**src/rtl/multi_debouncer.sv**
```systemverilog
// Multi-channel button/switch debouncer: per-channel synchroniser, consecutive-mismatch
// qualification, registered edge pulses and optional long-press / auto-repeat pulses.
module multi_debouncer #(
   parameter int              N_CH        = 4,
   parameter int              DELAY       = 1_000_000,
   parameter int              SYNC_STAGES = 2,
   parameter int              LONG_PRESS  = 50_000_000,
   parameter int              REPEAT      = 0,
   parameter logic [N_CH-1:0] INVERT      = '0
) (
   input  logic            clk,
   input  logic            rst_n,
   input  logic [N_CH-1:0] btn_in,
   output logic [N_CH-1:0] btn_db,
   output logic [N_CH-1:0] rise,
   output logic [N_CH-1:0] fall,
   output logic [N_CH-1:0] long_press,
   output logic            any_active
);

   localparam int              CW       = $clog2(DELAY + 1);
   localparam logic [CW-1:0]   CNT_LAST = CW'(DELAY - 1);

   logic [N_CH-1:0] sync_q [SYNC_STAGES];
   logic [N_CH-1:0] sync;

   // NOTE: the synchroniser chain is reset too, so an inverted channel whose pin idles
   // high reads inactive until its level has been fully re-qualified after reset.
   always_ff @(posedge clk) begin
      if (!rst_n) begin
         for (int s = 0; s < SYNC_STAGES; s++) sync_q[s] <= '0;
      end else begin
         sync_q[0] <= btn_in ^ INVERT;
         for (int s = 1; s < SYNC_STAGES; s++) sync_q[s] <= sync_q[s-1];
      end
   end

   assign sync = sync_q[SYNC_STAGES-1];

   for (genvar i = 0; i < N_CH; i++) begin : g_ch
      logic [CW-1:0] cnt_q, cnt_d;
      logic          db_q, db_d;
      logic          rise_q, fall_q;

      // NOTE: every always_comb output gets a default first so no latch can be inferred.
      always_comb begin
         cnt_d = '0;
         db_d  = db_q;
         if (sync[i] != db_q) begin
            if (cnt_q == CNT_LAST) db_d  = sync[i];
            else                   cnt_d = cnt_q + CW'(1);
         end
      end

      always_ff @(posedge clk) begin
         if (!rst_n) begin
            cnt_q  <= '0;
            db_q   <= 1'b0;
            rise_q <= 1'b0;
            fall_q <= 1'b0;
         end else begin
            cnt_q  <= cnt_d;
            db_q   <= db_d;
            rise_q <= db_d & ~db_q;
            fall_q <= ~db_d & db_q;
         end
      end

      assign btn_db[i] = db_q;
      assign rise[i]   = rise_q;
      assign fall[i]   = fall_q;

      if (LONG_PRESS > 0) begin : g_hold
         localparam int            HW        = $clog2(LONG_PRESS + REPEAT + 1);
         localparam logic [HW-1:0] HOLD_LP   = HW'(LONG_PRESS);
         localparam logic [HW-1:0] HOLD_WRAP = HW'(LONG_PRESS + REPEAT);

         logic [HW-1:0] hold_q, hold_d;
         logic          lp_q, lp_d;

         // Counts only while the level stays high; rise and fall edges both restart it.
         always_comb begin
            hold_d = '0;
            lp_d   = 1'b0;
            if (db_q && db_d) begin
               if (REPEAT == 0 && hold_q == HOLD_LP) begin
                  hold_d = hold_q;
               end else begin
                  hold_d = hold_q + HW'(1);
                  if (hold_d == HOLD_LP) lp_d = 1'b1;
                  if (REPEAT > 0 && hold_d == HOLD_WRAP) begin
                     hold_d = HOLD_LP;
                     lp_d   = 1'b1;
                  end
               end
            end
         end

         always_ff @(posedge clk) begin
            if (!rst_n) begin
               hold_q <= '0;
               lp_q   <= 1'b0;
            end else begin
               hold_q <= hold_d;
               lp_q   <= lp_d;
            end
         end

         assign long_press[i] = lp_q;
      end else begin : g_no_hold
         assign long_press[i] = 1'b0;
      end
   end

   assign any_active = |btn_db;

endmodule

```
**config.mk**
```make
export PLATFORM = sky130hd
export DESIGN_NAME = multi_debouncer
export DESIGN_NICKNAME = d
export VERILOG_FILES = /design/src/rtl/multi_debouncer.sv
export SDC_FILE = /design/constraint.sdc
export NUM_CORES = 1
export LEC_CHECK = 0
export CAP_MARGIN = 10
export CELL_PAD_IN_SITES_DETAIL_PLACEMENT = 1
export CELL_PAD_IN_SITES_GLOBAL_PLACEMENT = 1
export CORE_ASPECT_RATIO = 0.6
export CORE_UTILIZATION = 44
export DETAILED_ROUTE_END_ITERATION = 16
export DONT_BUFFER_PORTS = 1
export PLACE_DENSITY = 0.82
export SKIP_CTS_REPAIR_TIMING = 1
export SLEW_MARGIN = 20
export SYNTH_ARGS = -nofsm -noshare
export SYNTH_HDL_FRONTEND = slang
export SYNTH_SLANG_ARGS = --single-unit
export TNS_END_PERCENT = 30
```
**constraint.sdc**
```tcl
create_clock -name clk -period 2.7 [get_ports clk]
set_clock_uncertainty 0.15 [all_clocks]
set_input_delay 0.81 -clock clk [delete_from_list [all_inputs] [get_ports clk]]
set_output_delay 0.81 -clock clk [all_outputs]
set_load 0.01 [all_outputs]
```
# Word level (Yosys, flattened, before mapping)
# Memories as Yosys holds them, arrays and structs flattened.
# Index checks and enable logic that the tools add are counted.
[classes]
addsub = 8
eq_ne = 16
mux = 16
bitwise = 27
n_reduce_logical = 17
[ops]
columns = ["operator", "count"]
rows = [
  ["$eq 26x26->1 const B", 8],
  ["$add 26x1->26 const B", 4],
  ["$add 20x1->20 const B", 4],
  ["$eq 20x20->1 const B", 4],
  ["$reduce_or 3->1", 8],
  ["$not 1->1", 17],
  ["$mux 1", 14],
  ["$and 1x1->1", 8],
  ["$mux 4", 2],
  ["$reduce_and 2->1", 4],
  ["$logic_and 1x1->1", 4],
  ["$ne 1x1->1", 4],
  ["$reduce_or 4->1", 1],
  ["$or 1x1->1", 2],
]
[word_totals]
register_bits = 200
ram_bits = 8
inputBits = 6
out_inout_bits = 17
word_cells = 109
n_memories = 1
[memory_table]
columns = ["memory", "depth", "word_bits", "read_ports", "rd_ports_with_merged_regs", "wr", "line_no", "text"]
rows = [
  ["sync_q", 2, 4, 2, 0, 2, "24", "logic [N_CH-1:0] sync_q [SYNC_STAGES];"],
]

# Depth between registers and ports, before layout
[depth]
word_depth = 6
mapped_depth = 9
mapped_depth_nobuf = 8

# Worst setup path before layout
# OpenSTA, ideal clock, no wires.
[synth_timing]
kind = "register to register"
start = "reg g_ch[2].g_hold.hold_q[1]"
end = "reg g_ch[2].g_hold.lp_q"
setup_time_ns = 0.092
t_arrival_ns = 2.231
path_slack_ns = 0.227
path_stages_with_launch = 9
path_buffers = 1
period_less_slack_ns = 2.473
cell_sequence = "dfxtp_1 ha_1 nand4_2 or3_1 buf_2 nor2_4 nand3_1 a2111o_1 nor4_1"
[synth_between]
elab_chain_len = 3
word_cells_on_any_way = 5
[synth_rtl]
columns = ["element", "line_no", "text"]
rows = [
  ["start: declaration", "78", "logic [HW-1:0] hold_q, hold_d;"],
  ["start signal: assignment", "104", "hold_q <= hold_d;"],
  ["$add 26x1->26", "89", "hold_d = hold_q + HW'(1);"],
  ["$eq 26x26->1", "90", "if (hold_d == HOLD_LP) lp_d = 1'b1;"],
  ["$mux 1", "90", ""],
  ["end signal: assignment", "105", "lp_q <= lp_d;"],
  ["end: declaration", "79", "logic lp_q, lp_d;"],
]
# Parallel ways exist; a longest one is shown, timed or not.
# A chain may end at the register's enable or synchronous reset.

# Worst setup path after layout
[layout_timing]
start = "reg g_ch[0].cnt_q[0]"
end = "reg g_ch[0].g_hold.hold_q[18]"
[layout_between]
elab_chain_len = 5
[layout_rtl]
columns = ["element", "line_no", "text"]
rows = [
  ["start: declaration", "41", "logic [CW-1:0] cnt_q, cnt_d;"],
  ["start signal: assignment", "62", "cnt_q <= cnt_d;"],
  ["$eq 20x20->1", "50", "if (cnt_q == CNT_LAST) db_d = sync[i];"],
  ["$mux 1", "50", ""],
  ["$mux 1", "49", "if (sync[i] != db_q) begin"],
  ["$logic_and 1x1->1", "85", "if (db_q && db_d) begin"],
  ["$reduce_and 2->1 (no line)", "n/a", ""],
  ["end signal: assignment", "104", ""],
  ["end: declaration", "78", ""],
]
# No other way between the ends.

==> reports/results.tsv <==
metric	value	unit
design.core.area	22500	µm²
via_count	8564	
ys.flop_type	dfxtp_1	
clock_latency	0.50	ns
yosysMostFrequentCell	nor2_1	
ys_seq_area_frac	0.405	
rsz0062_at_grt	no	
ys_types	74	
max_slew_margin	0.632	
die_w	199	µm
grt_pass1_wl	44.0	mm
synth_common_cells	234 x nor2_1, 208 x dfxtp_1, 92 x xor2_1	
grt_pass1_vias	8582	
syn_inst	1230	
dp_hpwl	18.7	mm
drcViolationCount	0	
crit_path_end_kind	register	
cts_inserted_buffers	21	
row_count	42	
period_needed	2.53	ns
vias_per_cell	5.53	
fillers	2739	
hp-class	reg2reg	
cp_top_family	simple AND/OR/NAND/NOR gates	
synth_top_area_share	0.405	
dr.pass1.iters	5	
p_leak	3.58	nW
synthesis.area	10300	µm²
drive_gt1_frac	0.0831	
pre_cts_ws	0.124	ns
initial_core_util	0.457	
grt_max_degree	22	
critPathLaunchType	register	
clk_pin_slew	0.07	ns
grt.met3_usage	0.0410	
met2_usage	0.340	
cp_cell_sequence	ha_1 > nand3_1 > or4_1 > o311ai_4 > or2_0 > buf_4 > nor2_1	
setup_tns	0	ns
gr-usage-all-layers	0.224	
slowest_stage	or4_1	
die_y	120	µm
root_buffer	clkbuf_16	
ys_seq_elements	208	
tightest_slew	0.548	ns
final_core_util	0.506	
dieArea	24000	µm²
path_max_fanout	4	
diodes	0	
yosysWarnings	0	
peakVddDrop	0.396	mV
area_growth	10.5	%
antenna_found_initial	1	
nets	1248	
cp.required	2.95	ns
fmax	0.395	GHz
use_met1	0.330	
finalHoldViolCount	0	
p_per_area	528	nW/µm²
drt_iter0_drc	512	
cts.path.max_buffers	3	
async_reset_ff_frac	0	
dpl.cell_count	1512	
crit_path_max_incr_delay	0.62	ns
port-buffer-count	0	
overflow	0	
synth_area_leaders	dfxtp_1 40%, nor2_1 8.5%, xor2_1 7.8%	
avgSynthCellArea	8.36	µm²
routedWlPerCell	16.8	µm
drv_slew	0	
run_status	completed	
synth-edff-count	0	
min_period_over_period	0.937	
top_usage_layer	met2	
routed_wl	26.0	mm
place_congestion	0.913	
cap_violations	0	
cts_tree	built	
synth.largest_area_cell	dfxtp_1	
setup_slack	0.169	ns
setup_viol	0	
path_buf_inv	1	
synth_nets	1251	
worstPathArrival	2.78	ns
ant_nets	0	
crit_type	reg2reg	
finalNonFillerCells	1548	
clock_sinks	208	
htreeDepth	1	
top_level_ports	23	
## final timing paths
path	from	to	slack, ns	cells after the start
worst min-delay path	sync_q[0][3]$_SDFF_PN0_	sync_q[0][7]$_SDFF_PN0_	0.28	1
worst max register to register	g_ch[0].cnt_q[0]$_SDFF_PP0_	g_ch[0].g_hold.hold_q[18]$_SDFFE_PN0N_	0.17	7
worst max-delay path	g_ch[0].cnt_q[0]$_SDFF_PP0_	g_ch[0].g_hold.hold_q[18]$_SDFFE_PN0N_	0.17	7
worst min register to register	sync_q[0][3]$_SDFF_PN0_	sync_q[0][7]$_SDFF_PN0_	0.28	1
## layout make-up
| type | count | area (µm²) | area share |
|---|---|---|---|
| clock inverters | 5 | 53.8 | 0.00473 |
| clock buffers | 31 | 623 | 0.0548 |
| flip-flops and latches | 208 | 4170 | 0.366 |
| repair buffers | 45 | 338 | 0.0297 |
| multi-input cells | 924 | 5700 | 0.502 |
| inverters | 27 | 101 | 0.00891 |
| well taps | 308 | 385 | 0.0339 |
## layer usage
metal	wire (µm)	vias to the layer above	share of wire
li1	-	4214	-
met1	13400	4186	0.52
met2	11100	130	0.43
met3	1050	32	0.040
met4	409	2	0.016
met5	13	-	0.00050
## power by group
group | switching, W | leakage (nW) | internal [W]
clock network | 0.00121 | 0.337 | 0.00169
logic | 0.0000153 | 1.56 | 0.00000780
registers | 0.00000600 | 1.68 | 0.00307
total | 0.00124 | 3.58 | 0.00477
## per-stage QoR
step / power (W) / hold WS [ns] / instance area, µm²
global placement: 0.00317 / 0.265 / 10700
floorplan: 0.00317 / 0.262 / 10300
detailed placement: 0.00317 / 0.270 / 10700
CTS: 0.00610 / 0.256 / 11400
finish: 0.00601 / 0.278 / 11400
global route: 0.00623 / 0.264 / 11400
## kinds of logic after synthesis
| logic type | share of synthesized area |
|---|---|
| simple gates | 0.324 |
| xor+xnor | 0.150 |
| flops | 0.405 |
| mux | 0.00973 |
| buf+inv | 0.0443 |
| compound gates | 0.0493 |
| fa+ha+maj | 0.0182 |
## sequential cells by signal, indices dropped and copies added (netlist names)
name and count:
g_ch.g_hold.hold_q 104, sync_q 8, g_ch.fall_q 4, g_ch.rise_q 4
g_ch.g_hold.lp_q 4, g_ch.db_q 4, g_ch.cnt_q 80
## worst register-to-register path, stage by stage, from the launching register on
cell and delay [ns]:
dfxtp_1 0.38, ha_1 0.21, nand3_1 0.13, or4_1 0.62
o311ai_4 0.31, or2_0 0.38, buf_4 0.20, nor2_1 0.05
## cell usage in the layout (no fill, tap or decap), types with 5 or more instances in the layout
master / instances
nor2_1: 234
dfxtp_1: 207
xor2_1: 92
nand3_1: 85
nand2_1: 85
xnor2_1: 84
nand4_1: 50
buf_4: 45
nor3_1: 36
inv_1: 26
a21oi_1: 23
clkbuf_16: 21
and3_1: 20
nor4_1: 16
and4_1: 16
o21ai_0: 15
ha_1: 15
and2_1: 13
or3_1: 12
mux2i_1: 10
nor4b_1: 9
nand2b_1: 9
or4_1: 7
nor2b_1: 7
nand3b_1: 6
clkbuf_8: 6
nor3b_1: 5
nor4bb_1: 5
a31oi_1: 5
Power figures use the tool's default switching activity.
